`src/rtl/if_stage_pkg.sv`:
```
// Shared pipeline definitions for the fetch stage: reset vector, NOP word and
// the IF/ID entry layout handed from fetch to decode.
package if_stage_pkg;

    localparam logic [31:0] RESET_PC_DEFAULT = 32'hBFC0_0000;
    localparam logic [31:0] NOP_INST         = 32'h0000_0000;

    typedef struct packed {
        logic [31:0] pc;
        logic [31:0] inst;
        logic        adel;
    } if_id_entry_t;

    function automatic logic pc_misaligned(input logic [31:0] pc);
        return pc[1:0] != 2'b00;
    endfunction

endpackage

```
`src/rtl/if_stage_hold_buf.sv`:
```
// Single-entry skid register that catches an SRAM return while decode is stalled.
// Clear beats load, load beats consume.
module if_hold_buf
    import if_stage_pkg::*;
(
    input  logic         clk,
    input  logic         rst_n,
    input  logic         load,
    input  logic         consume,
    input  logic         clear,
    input  if_id_entry_t load_entry,
    output logic         vld,
    output if_id_entry_t entry
);

    logic         vld_reg;
    if_id_entry_t entry_reg;

    always_ff @(posedge clk or negedge rst_n) begin
        if (!rst_n) begin
            vld_reg   <= 1'b0;
            entry_reg <= '0;
        end else if (clear) begin
            vld_reg <= 1'b0;
        end else if (load) begin
            vld_reg   <= 1'b1;
            entry_reg <= load_entry;
        end else if (consume) begin
            vld_reg <= 1'b0;
        end
    end

    assign vld   = vld_reg;
    assign entry = entry_reg;

endmodule

```
`src/rtl/if_stage.sv`:
```
// MIPS instruction-fetch stage: owns the PC, issues one SRAM read per cycle and
// feeds decode through the IF/ID register with stall, delay-slot and flush handling.
module if_stage
    import if_stage_pkg::*;
#(
    parameter logic [31:0] RESET_PC = RESET_PC_DEFAULT
) (
    input  logic        clk,
    input  logic        rst_n,
    output logic        inst_sram_en,
    output logic [31:0] inst_sram_addr,
    input  logic [31:0] inst_sram_rdata,
    input  logic        id_stall,
    input  logic        branch_taken,
    input  logic [31:0] branch_target,
    input  logic        flush,
    input  logic [31:0] flush_pc,
    output logic [31:0] id_pc,
    output logic [31:0] id_inst,
    output logic        id_valid,
    output logic        id_adel
);

    logic [31:0]  pc_reg;
    logic [31:0]  pc_next;
    logic         req_vld_reg;
    logic [31:0]  req_pc_reg;
    logic         req_adel_reg;
    logic         id_valid_reg;
    if_id_entry_t id_reg;

    logic         hold_vld;
    if_id_entry_t hold_entry;
    logic         redirect;
    logic         issue;
    if_id_entry_t ret_entry;

    // An in-flight fetch at redirect time is the delay slot, so the fetch that
    // would issue behind it is dropped; with nothing in flight this issue is the slot.
    always_comb begin
        redirect  = branch_taken && !id_stall;
        issue     = !flush && !id_stall && !hold_vld && !(redirect && req_vld_reg);
        ret_entry = '{pc:   req_pc_reg,
                      inst: req_adel_reg ? NOP_INST : inst_sram_rdata,
                      adel: req_adel_reg};
        pc_next   = pc_reg;
        if (flush) begin
            pc_next = flush_pc;
        end else if (redirect) begin
            pc_next = branch_target;
        end else if (issue) begin
            pc_next = pc_reg + 32'd4;
        end
    end

    if_hold_buf u_hold_buf (
        .clk        (clk),
        .rst_n      (rst_n),
        .load       (!flush && id_stall && req_vld_reg),
        .consume    (!flush && !id_stall && hold_vld),
        .clear      (flush),
        .load_entry (ret_entry),
        .vld        (hold_vld),
        .entry      (hold_entry)
    );

    always_ff @(posedge clk or negedge rst_n) begin
        if (!rst_n) begin
            pc_reg       <= RESET_PC;
            req_vld_reg  <= 1'b0;
            req_pc_reg   <= RESET_PC;
            req_adel_reg <= 1'b0;
            id_valid_reg <= 1'b0;
            id_reg       <= '{pc: RESET_PC, inst: NOP_INST, adel: 1'b0};
        end else begin
            pc_reg <= pc_next;
            if (flush) begin
                req_vld_reg  <= 1'b0;
                id_valid_reg <= 1'b0;
                id_reg.adel  <= 1'b0;
            end else if (id_stall) begin
                // the returning word has moved into the hold buffer
                req_vld_reg <= 1'b0;
            end else begin
                req_vld_reg <= issue;
                if (issue) begin
                    req_pc_reg   <= pc_reg;
                    req_adel_reg <= pc_misaligned(pc_reg);
                end
                if (hold_vld) begin
                    id_reg       <= hold_entry;
                    id_valid_reg <= 1'b1;
                end else if (req_vld_reg) begin
                    id_reg       <= ret_entry;
                    id_valid_reg <= 1'b1;
                end else begin
                    id_valid_reg <= 1'b0;
                end
            end
        end
    end

    assign inst_sram_en   = issue && !pc_misaligned(pc_reg);
    assign inst_sram_addr = pc_reg;
    assign id_pc          = id_reg.pc;
    assign id_inst        = id_reg.inst;
    assign id_adel        = id_reg.adel;
    assign id_valid       = id_valid_reg;

endmodule
```
`config.mk`:
```
export PLATFORM = sky130hd
export DESIGN_NAME = if_stage
export DESIGN_NICKNAME = d
export VERILOG_FILES = /design/src/rtl/if_stage_pkg.sv /design/src/rtl/if_stage_hold_buf.sv /design/src/rtl/if_stage.sv
export SDC_FILE = /design/constraint.sdc
export NUM_CORES = 1
export LEC_CHECK = 0
export ABC_CLOCK_PERIOD_IN_PS = 2090
export BUFFER_PORTS_ARGS = -buffer_cell sky130_fd_sc_hd__buf_2
export CAP_MARGIN = 20
export CORE_MARGIN = 4
export CORE_UTILIZATION = 45
export DETAILED_ROUTE_END_ITERATION = 12
export GPL_TIMING_DRIVEN = 1
export PLACE_DENSITY = 0.79
export REMOVE_ABC_BUFFERS = 1
export SYNTH_ARGS = -nofsm -noshare
export SYNTH_HDL_FRONTEND = slang
export SYNTH_HIERARCHICAL = 1
export SYNTH_SLANG_ARGS = --single-unit
```
`constraint.sdc`:
```
create_clock -name clk -period 2.09 [get_ports clk]
set_input_delay 0 -clock clk [delete_from_list [all_inputs] [get_ports clk]]
set_output_delay 0 -clock clk [all_outputs]
set_load 0.05 [all_outputs]
```
* Word-level counts from Yosys, hierarchy flattened
Index checks and enable logic that the tools add are counted.
Word-level totals: register bits after elaboration 198, input bits 101, output and inout port bits 99, word-level logic and storage cells 56
Cells by class: add/sub/neg operators 1, eq/ne operators 1, muxes and demuxes 17, bitwise gates (word level) 2, reductions and logical operators 23
Operator list (count):
- $mux 65 | 2
- $mux 32 | 4
- $add 32x3->32 const B | 1
- $mux 1 | 11
- $logic_and 1x1->1 | 9
- $reduce_bool 3->1 | 3
- $reduce_and 3->1 | 2
- $logic_not 1->1 | 5
- $reduce_and 2->1 | 2
- $reduce_bool 2->1 | 2
- $ne 2x1->1 const B | 1
- $not 1->1 | 2

* Depth between registers and ports, before layout
Gate-level depths: netlist (run 1).
word-level depth 8, depth in mapped cells 9

* Modules after synthesis
Netlist (run 1), hierarchy kept.
By module, submodules not included:
- if_stage | instances 1, cells each 768, area each 6896.6 um2
- if_hold_buf | instances 1, cells each 142, area each 2727.6 um2

* Worst setup path after synthesis (run 1)
OpenSTA, ideal clock, no wires.
kind register to register, from reg u_hold_buf.vld_reg (netlist: u_hold_buf/vld), to reg req_adel_reg, library setup time 0.180 ns, arrival 2.334 ns, data required time 1.910 ns, setup slack -0.424 ns, stages on the path, launching flop included 6, path through dfrtp_1 clkbuf_1 a2111o_1 clkbuf_1 nor3_1 nor2_1
Between the ends: word-level cells in the longest chain between the ends 4
RTL lines:
- start: declaration | line if_stage_hold_buf.sv:16 | logic vld_reg;
- start signal: assignment | line if_stage_hold_buf.sv:21 | vld_reg <= 1'b0;
- start signal: assignment | line if_stage_hold_buf.sv:24 | vld_reg <= 1'b0;
- start signal: assignment | line if_stage_hold_buf.sv:26 | vld_reg <= 1'b1;
- $logic_not 1->1 | line if_stage.sv:42 | issue = !flush && !id_stall && !hold_vld && !(redirect && req_vld_reg);
- $logic_and 1x1->1 (2 in series) | line if_stage.sv:42
- $reduce_and 3->1 (no source line)
- end signal: assignment | line if_stage.sv:88 | req_adel_reg <= pc_misaligned(pc_reg);
- end: declaration | line if_stage.sv:28 | logic req_adel_reg;
Every way passes these cells. A chain may end at the register's enable or synchronous reset.

* Worst setup path in the final report (run 1)
from reg pc_reg[7] (netlist: inst_sram_addr[7]), to reg pc_reg[25] (netlist: inst_sram_addr[25])
Between the ends: word-level cells in the longest chain between the ends 4
RTL lines:
- start: declaration | line if_stage.sv:24 | logic [31:0] pc_reg;
- start signal: assignment | line if_stage.sv:76 | pc_reg <= pc_next;
- $add 32x3->32 | line if_stage.sv:52 | pc_next = pc_reg + 32'd4;
- $mux 32 | line if_stage.sv:51 | end else if (issue) begin
- $mux 32 | line if_stage.sv:49 | end else if (redirect) begin
- $mux 32 | line if_stage.sv:47 | if (flush) begin
Every way passes these cells. The select of a mux whose other input is x is not followed.

==> qor.yml, run 1 <==
yosys:
  synth_area_sq_um: 9620
  synth_cell_types: 61
  synth_area_leaders: "dfrtp_1 44%, mux2_4 7.8%, dfstp_2 7.4%"
  avgSynthCellArea_sq_um: 10.6
  synth_top_area_frac: 0.445
  synthArstFlopShare: 1.00
  synthFlopType: "dfrtp_1"
  netlist.top_cell.by_area: "dfrtp_1"
  seq_area_frac_synth: 0.518
  synth_edf_count: 0
  synth_seq_cells: 198
  netlist_instances: 910
  yosys_warnings: 6
timing:
  drv_slew: 0
  fin_crit_ps: 2070
  post-route-period-util: 0.990
  worst_slack_ps: 21.8
  relSlewSlack: 0.285
  max_freq_mhz: 484
  rsz0062_at_grt: "false"
  setup_viol: 0
  clock_skew_ps: 11.0
  final.setup.tns_ps: 0
  tightestPinTransition_ps: 1070
  hold_viol: 0
layout:
  syn2layout_area_growth_pct: 28.3
  fin_nets: 1286
  antenna_cells: 0
  drive_gt1_frac: 0.330
  finalNonFillerCells: 1472
  largest_register_ffs: 65
setup_path:
  start_kind: "flip-flop"
  crit_path_frequent_cell: "or4_4"
  worst-setup-path-type: "reg -> reg"
  cp_max_fo: 8
  slowest_stage: "or4_4"
  max_stage_delay_ps: 630
  arrival_ps: 2420
  path_cells: "nand3_4 > or4_4 > or4_4 > o21a_1 > o22ai_1"
  worstPathRequired_ps: 2440
  end_kind: "flip-flop"
run_status:
  status: "finished, final reports clean"
drt:
  routed-wl-met3_microns: 2030
  ant_nets: 0
  drc: 0
  wire_per_inst_microns: 18.4
  vias_per_cell: 5.42
  highest_layer: "met4"
  dr.pass1.iters: 5
  wl_met1_microns: 11800
  routed-via-count: 7978
  first_iter_violations: 574
  route.met2.wl_microns: 12500
  wirelength_microns: 27100
floorplan:
  die-area_sq_um: 23800
  die_width_microns: 154
  start_util: 0.458
  pin_count: 200
  core_sq_um: 21000
  row_count: 53
  die_h_microns: 154
global_routing:
  grt_usage: 0.227
  grt_max_degree: 74
  grt_pass1_wl_microns: 43200
  grt_pass1_vias: 8138
  grt-ovfl-total: 0
  antenna_found_initial: 0
place:
  pre_cts_ws_ps: 41.7
  dp_hpwl_microns: 18200
  gp_congestion: 0.921
  dp.cells: 1380
  portBuffers: 199
clock_network:
  root_buffer: "clkbuf_16"
  htree_levels: 4
  cts_buffers: 17
  cts_tree: "built"
  postCtsSetupBuffers: 0
  cts.sinks: 198
  clk_pin_slew_ps: 70
  clk_latency_ps: 430
  cts.path.max_buffers: 2
power_and_ir_drop:
  power_density_nw_per_um2: 1040
  ir_drop_mv: 0.575
  leakage_uw: 0.00563
worst_hold_path:
  hold_path_class: "in -> reg"
run:
  max_cap_violations: 0
==> worst paths after layout <==
path | depth (start not counted) | from | endpoint | slack, ps
min reg2reg | 2 | req_pc_reg[28]$_DFFE_PN1P_ | req_pc_reg[28]$_DFFE_PN1P_ | 470
min in group asynchronous | 2 | rst_n | id_inst[7]$_DFFE_PN0P_ | 150
max in group asynchronous | 3 | rst_n | id_pc[28]$_DFFE_PN1P_ | 1160
max | 5 | inst_sram_addr[7]$_DFFE_PN0P_ | inst_sram_addr[25]$_DFFE_PN1P_ | 20
max reg2reg | 5 | inst_sram_addr[7]$_DFFE_PN0P_ | inst_sram_addr[25]$_DFFE_PN1P_ | 20
min | 3 | inst_sram_rdata[27] | u_hold_buf/entry[28]$_DFFE_PN0P_ | 20
==> kinds of logic (layout without fill, tap and decap cells) <==
family | count (synthesis) | after routing | synth area share
buffers and inverters | 77 | 364 | 0.0441
multiplexers | 133 | 133 | 0.166
flip-flops | 198 | 198 | 0.518
AO/OA/AOI/OAI | 194 | 194 | 0.121
AND/OR/NAND/NOR | 303 | 303 | 0.146
adder cells (fa/ha/maj) | 1 | 1 | 0.00130
XOR/XNOR | 4 | 4 | 0.00364
==> per-stage QoR <==
stage	util	total power [uW]	hold WS, ps	instance area (sq um)
finish	0.588	12800	17.6	12400
global placement	0.530	9360	78.9	11100
detailed placement	0.530	9450	72.7	11100
floorplan	-	8200	-296	9260
global route	0.588	13500	7.72	12400
CTS	0.587	12900	0.639	12300
==> critical path: cells and delay by family (launching register included) <==
family | cells | cell delay (ps)
AO/OA/AOI/OAI | 2 | 300
flip-flops | 1 | 460
AND/OR/NAND/NOR | 3 | 1210
==> cell usage in the layout (no fill, tap or decap), types with 5 or more instances in the layout <==
master         synthesis  routed
buf_2                  1     198
nand4_1                8       8
nand3_1               11      11
dlygate4sd3_1          0      60
a2bb2oi_1              7       7
mux2_4                50      50
inv_1                 16      16
mux2i_1               68      68
nor2_1                89      89
nand2_1              114     114
mux2_2                15      15
buf_4                  2      50
clkbuf_16              0      17
dfrtp_1              171     170
nor4_1                 6       5
and3_1                10      10
o21ai_0               33      33
dfstp_2               27      27
buf_12                 6       7
a21oi_1              100     100
nor3_1                11       9
nor2b_1               34      34
o31ai_1                7       7
o2bb2ai_1              6       6
==> Yosys cell counts, types with 15 or more instances <==
cell type and number:
inv_1 16, a21oi_1 100, nor2b_1 34, mux2_2 15
nand2_1 114, nor2_1 89, dfrtp_1 171, o21ai_0 33
dfstp_2 27, mux2_4 50, clkbuf_1 43, mux2i_1 68
==> metal layers <==
metal / vias up / global-route usage
met2: 351 / 0.360
met3: 54 / 0.0529
li1: 3736 / -
met4: 0 / 0.0782
met5: - / 0
met1: 3837 / 0.307
==> power by group <==
group,internal [uW],switching (uW),total [uW]
registers,4770,532,5300
clock network,1870,1440,3300
logic,1390,2820,4210
total,8030,4790,12800
==> cell type report <==
cell class                      count  area, sq um
Fill cell                        1719         8670
Multi-Input combinational cell    635         4240
Tap cell                          275          344
Sequential cell                   198         4990
Timing Repair Buffer              316         2120
Clock buffer                       21          470
Inverter                           16         60.1
Clock inverter                     11          124
==> what timing repair did <==
action	4_1_cts	5_1_grt
hold buffers	60	0
gates cloned	0	0
pin swaps	0	0
endpoints found under the setup margin	1	8
hold endpoints to repair	106	0
resized for setup	1	3
(Power assumes the default switching activity.)
==> run 2, diff against run 1 <==
- CELL_PAD_IN_SITES_DETAIL_PLACEMENT: unset -> 0
- CELL_PAD_IN_SITES_GLOBAL_PLACEMENT: unset -> 1
- CORE_UTILIZATION: 45 -> 39
- PLACE_DENSITY: 0.79 -> 0.86
- RECOVER_POWER: unset -> 25
==> run 2 against run 1 <==
Hold slack got worse by 11 ps. Final cell count rose by 3.8%. Power rose by 1.3%. Critical path type unchanged.
==> qor.yml, run 2 (synthesis results as in run 1) <==
timing:
  whs_ps: 6.85  # -10.7 ps
  max_freq_mhz: 498  # +3.1%
  fin_crit_ps: 2010  # -61.3 ps
  drv_slew: 0  # unchanged
  tightestPinTransition_ps: 1140  # +69.1 ps
  final.setup.tns_ps: 0  # unchanged
  hold_viol: 0  # unchanged
  setup_viol: 0  # unchanged
  relSlewSlack: 0.239  # -0.0461
  clock_skew_ps: 13.8  # +2.74 ps
  post-route-period-util: 0.960  # -0.0293
layout:
  final_cell_mix: "197 x buf_2, 170 x dfrtp_1, 113 x nand2_1, 99 x a21oi_1, 89 x nor2_1"
  antenna_cells: 0  # unchanged
  fillerInstances: 2211  # +29%
  final_core_util: 0.513  # -0.0742
  multi_input_area_sq_um: 4260  # +0.56%
  regArea_sq_um: 4990  # unchanged
  final_common_cell: "buf_2"
  largest_register_ffs: 65  # unchanged
  fin_nets: 1293  # +0.54%
  final_area_sq_um: 12500  # +1.1%
  syn2layout_area_growth_pct: 29.7
  drive_gt1_frac: 0.331  # +0.00140
setup_path:
  critPathBufInv: 0  # unchanged
  crit_path_frequent_cell: "or4_4"
  start_kind: "flip-flop"
  cp_max_fo: 6  # -2
  crit_family: "simple AND/OR/NAND/NOR gates"
  end_kind: "flip-flop"
  arrival_ps: 2360  # -60 ps
  worst-setup-path-type: "reg -> reg"
  worstPathRequired_ps: 2440  # about the same
  path_cells: "nand3_1 > or4_4 > or4_4 > o21a_1 > o22ai_1"
  slowest_stage: "or4_4"
  max_stage_delay_ps: 640  # about the same
place:
  dp_hpwl_microns: 19100  # +5.1%
  portBuffers: 199  # unchanged
  placed_cell_area_sq_um: 11200  # +0.47%
  gp_congestion: 0.870  # -5.5%
worst_hold_path:
  hold_path_class: "in -> reg"
global_routing:
  grt-ovfl-total: 0  # unchanged
  grt_usage: 0.204  # -0.0226
  grt_pass1_wl_microns: 43400  # +0.37%
  antenna_found_initial: 1  # +1
  grt_pass1_vias: 7855  # -3.5%
  grt_max_degree: 72  # -2.7%
clock_network:
  cts.path.max_buffers: 2  # unchanged
  clk_latency_ps: 430  # about the same
  htree_levels: 4  # unchanged
  root_buffer: "clkbuf_16"
  clk_pin_slew_ps: 70  # about the same
  cts_buffers: 17  # unchanged
  cts.sinks: 198  # unchanged
  cts_tree: "built"
drt:
  ant_nets: 0  # unchanged
  drc: 0  # unchanged
  wire_per_inst_microns: 18.2  # -1.1%
  dr.pass1.iters: 6  # +1
  wirelength_microns: 27800  # +2.7%
  first_iter_violations: 545  # -5.1%
  routed-via-count: 7884  # -1.2%
  vias_per_cell: 5.16  # -4.8%
floorplan:
  die_h_microns: 165  # +7.0%
  row_count: 57  # +7.5%
  start_util: 0.396  # -0.0621
  die_width_microns: 165  # +7.0%
  pin_count: 200  # unchanged
  die-area_sq_um: 27300  # +15%
  core_sq_um: 24300  # +16%
run_status:
  status: "finished, final reports clean"
power_and_ir_drop:
  ir_drop_mv: 0.479  # -17%
  power_density_nw_per_um2: 1040  # +0.21%
  leakage_uw: 0.00566  # +0.43%
run:
  max_cap_violations: 0  # unchanged
-- run 2: cell count changes in the layout (fill, tap and decap cells not counted), sizes merged --
cell,before,now
clkinv,8,3
buf,255,253
bufinv,2,3
clkbuf,22,25
inv,17,22
dlygate4sd3,60,65
-- run 2: per-stage QoR --
stage / total power (uW) / std cells / worst slack [ps]
final: 13000 / 1528 / 83.1
after global routing: 13700 / 1528 / -16.4
after CTS: 13100 / 1526 / 16.4
after detailed placement: 9470 / 1429 / 60.7
after global placement: 9370 / 1429 / 115
after floorplan: 8200 / 849 / -2870
-- run 2: layer usage --
| metal | vias to the layer above | GRT usage | share of wire |
|---|---|---|---|
| li1 | 3755 | - | - |
| met1 | 3852 | 0.285 | 0.47 |
| met2 | 247 | 0.325 | 0.46 |
| met3 | 28 | 0.0439 | 0.062 |
| met4 | 2 | 0.0503 | 0.013 |
| met5 | - | 0 | 0.00047 |
-- run 2: report_power, final --
part	internal, uW	switching, uW	total [uW]	leakage (uW)
logic	1380	2820	4200	0.00294
clock network	1970	1520	3500	0.000307
registers	4770	518	5290	0.00240
total	8130	4860	13000	0.00566
-- run 2: area by class of cell --
| class | count | share of cell area |
|---|---|---|
| clock buffers | 20 | 0.0366 |
| clock inverters | 12 | 0.0129 |
| inverters | 16 | 0.00481 |
| multi-input cells | 635 | 0.342 |
| flip-flops and latches | 198 | 0.400 |
| well taps | 324 | 0.0325 |
| repair buffers | 323 | 0.172 |
-- run 2: what timing repair did --
action | CTS | global route
hold buffers | 65 | 0
buffers inserted | 0 | 2
endpoints found under the setup margin | 1 | 9
hold endpoints to repair | 119 | 0
gates resized for setup | 4 | 7
-- run 2: path summary, 6_finish.rpt --
path                                                start                        endpoint  slack (ps)  cells past startpoint
min in group asynchronous                           rst_n         id_inst[10]$_DFFE_PN0P_         170                      2
setup reg to reg           inst_sram_addr[11]$_DFFE_PN0P_  inst_sram_addr[25]$_DFFE_PN1P_          80                      5
hold reg to reg                req_pc_reg[31]$_DFFE_PN1P_      req_pc_reg[31]$_DFFE_PN1P_         470                      2
max in group asynchronous                           rst_n   inst_sram_addr[1]$_DFFE_PN0P_         350                      3
hold / removal                          branch_target[15]  inst_sram_addr[15]$_DFFE_PN0P_           7                      4
setup / recovery           inst_sram_addr[11]$_DFFE_PN0P_  inst_sram_addr[25]$_DFFE_PN1P_          80                      5
-- run 2: worst reg2reg max path: cells and delay by family (launching register included) --
kind            cells  cell delay (ps)
flops               1              350
simple gates        3             1280
compound gates      2              300
==> run 3, diff against run 2 <==
==> constraint.sdc (replaced) <==
create_clock -name clk -period 2.09 [get_ports clk]
set_input_delay 0 -clock clk [delete_from_list [all_inputs] [get_ports clk]]
set_output_delay 0 -clock clk [all_outputs]
set_load 0.01 [all_outputs]
==> run 3 against run 2 <==
Clock power decreased by 5%. Power down 12%. Die area did not move. Sequential cell count unchanged. First-iteration DRC count increased by 8.8%. Hold slack better by 24 ps. Final area rose by 0.35%. Critical path type unchanged. Utilization grew 0.18 points. Critical path depth did not move.
==> qor.yml, run 3 (synthesis results as in run 1) <==
drt:
  wire_per_inst_microns: 18.1  # -0.42%
  routed-via-count: 7822  # -0.79%
  vias_per_cell: 5.10  # -1.2%
  ant_nets: 0  # unchanged
  drc: 0  # unchanged
  wirelength_microns: 27800  # about the same
  first_iter_violations: 593  # +8.8%
  dr.pass1.iters: 5  # -1
timing:
  rsz0062_at_grt: "false"
  drv_slew: 0  # unchanged
  relSlewSlack: 0.0873  # -0.152
  fin_crit_ps: 1990  # -12.4 ps
  final.setup.tns_ps: 0  # unchanged
  tightestPinTransition_ps: 1370  # +228 ps
  post-route-period-util: 0.954  # -0.00591
  worst_slack_ps: 95.5  # +12.4 ps
  setup_viol: 0  # unchanged
  clock_skew_ps: 9.89  # -3.89 ps
  hold_viol: 0  # unchanged
  max_freq_mhz: 501  # +0.62%
place:
  portBuffers: 199  # unchanged
  pre_cts_ws_ps: 17.1  # -43.6 ps
  dp_hpwl_microns: 18900  # -0.95%
  gp_congestion: 0.863  # -0.85%
  dp.cells: 1428  # -0.070%
worst_hold_path:
  hold_path_class: "in -> reg"
  worstHoldPathCells: 4  # unchanged
  min_delay_worst_endpoint: "inst_sram_addr[20]$_DFFE_PN0P_"
  hp-start: "branch_target[20]"
floorplan:
  core_sq_um: 24300  # unchanged
  die-area_sq_um: 27300  # unchanged
  die_h_microns: 165  # unchanged
  start_util: 0.396  # unchanged
  pin_count: 200  # unchanged
  die_width_microns: 165  # unchanged
  row_count: 57  # unchanged
global_routing:
  grt_max_degree: 68  # -5.6%
  grt_pass1_vias: 7791  # -0.81%
  antenna_found_initial: 2  # +1
  grt_usage: 0.205  # +0.00117
  grt_pass1_wl_microns: 43700  # +0.83%
  grt-ovfl-total: 0  # unchanged
power_and_ir_drop:
  power_frac_comb: 0.247  # -0.077
  switching_share: 0.312  # -0.0623
  pwr-share-seq: 0.463  # +0.056
  power_density_nw_per_um2: 911  # -12%
  total_power_uw: 11400  # -12%
  p_int_uw: 7860  # -3.3%
  switchingPower_uw: 3560  # -27%
  leakage_uw: 0.00567  # +0.27%
  ir_drop_mv: 0.574  # +20%
  pwr-share-clk: 0.290  # +0.021
setup_path:
  end_kind: "flip-flop"
  slowest_stage: "or4_4"
  max_stage_delay_ps: 640  # about the same
  arrival_ps: 2350  # about the same
  rr_worst_depth: 5  # unchanged
  worstPathRequired_ps: 2450  # about the same
  path_cells: "nand3_1 > or4_4 > or4_4 > o21a_1 > o22ai_1"
  crit_path_frequent_cell: "or4_4"
  r2r_slack_ps: 100  # about the same
  timing.rr.end: "inst_sram_addr[25]$_DFFE_PN1P_"
  cp_max_fo: 6  # unchanged
  start_kind: "flip-flop"
  r2r-start: "inst_sram_addr[12]$_DFFE_PN0P_"
  worst-setup-path-type: "reg -> reg"
layout:
  fillerInstances: 2227  # +0.72%
  syn2layout_area_growth_pct: 30.2
  drive_gt1_frac: 0.330  # -0.00164
  final_core_util: 0.515  # +0.00180
  final_common_cell: "buf_2"
  finalNonFillerCells: 1535  # +0.46%
  largest_register_ffs: 65  # unchanged
  fin_nets: 1299  # +0.46%
  final_cell_mix: "198 x buf_2, 170 x dfrtp_1, 113 x nand2_1, 99 x a21oi_1, 89 x nor2_1"
clock_network:
  root_buffer: "clkbuf_16"
  clk_pin_slew_ps: 80  # about the same
  cts.path.max_buffers: 2  # unchanged
  htree_levels: 4  # unchanged
  cts_buffers: 17  # unchanged
  clk_latency_ps: 430  # about the same
  cts.sinks: 198  # unchanged
  cts_tree: "built"
run:
  max_cap_violations: 0  # unchanged
run_status:
  status: "finished, final reports clean"
==> run 3: cell count changes in the layout (fill, tap and decap cells not counted), sizes merged, moves of 2 or more <==
cell         before  now
bufinv            3    1
clkbuf           25   18
clkinv            3    7
dlygate4sd3      65   74
==> run 3: final cells by class <==
class	count	area, sq um	share of cell area
diodes	1	2.50	0.000200
clock buffers	17	425	0.0340
clock inverters	15	163	0.0130
inverters	16	60.1	0.00479
multi-input cells	635	4260	0.340
flip-flops and latches	198	4990	0.398
well taps	324	405	0.0324
repair buffers	329	2220	0.177
==> run 3: power groups by stage <==
stage          clock (uW)  combinational [uW]  sequential [uW]
2_1_floorplan           0                1270             5560
3_3_place_gp            0                2670             5310
3_5_place_dp            0                2720             5350
4_1_cts              3410                2850             5280
5_1_grt              3550                3140             5400
6_report             3310                2820             5280
==> run 3: critical path: cells and delay by family, from the launching register on <==
kind	cells	cell delay [ps]
compound gates	2	310
flops	1	360
simple gates	3	1260
==> run 3: metal layers <==
metal / vias to the layer above / global-route usage / part of all wire
met5: - / 0 / 0.00047
met4: 2 / 0.0491 / 0.015
met3: 24 / 0.0516 / 0.066
met2: 244 / 0.323 / 0.46
met1: 3789 / 0.286 / 0.46
li1: 3763 / - / -
==> run 3: metrics by stage <==
step	hold slack [ps]	instance area, sq um
3_5_place_dp	-15.3	11200
2_1_floorplan	-296	9260
5_1_grt	26.8	12500
3_3_place_gp	-21.9	11200
6_report	31.2	12500
4_1_cts	3.51	12500
==> run 3: how the worst max path moves through the flow <==
stage                                         startpoint                        endpoint  slack, ps  cells past startpoint
after floorplan               u_hold_buf/vld$_DFFE_PN0P_          id_inst[0]$_DFFE_PN0P_      -2870                      2
after global placement     inst_sram_addr[2]$_DFFE_PN0P_  inst_sram_addr[18]$_DFFE_PN0P_         40                      6
after detailed placement   inst_sram_addr[3]$_DFFE_PN0P_  inst_sram_addr[30]$_DFFE_PN0P_         20                      6
after CTS                  inst_sram_addr[2]$_DFFE_PN0P_  inst_sram_addr[28]$_DFFE_PN1P_         10                      6
after global routing       inst_sram_addr[7]$_DFFE_PN0P_  inst_sram_addr[25]$_DFFE_PN1P_         20                      5
final                     inst_sram_addr[12]$_DFFE_PN0P_  inst_sram_addr[25]$_DFFE_PN1P_        100                      5
==> run 3: timing repair <==
action | in CTS | in global routing
cloned | 0 | 0
buffers inserted | 0 | 0
endpoints found under the hold margin | 211 | 0
resized for setup | 1 | 6
endpoints found under the setup margin | 1 | 11
hold buffers | 74 | 0
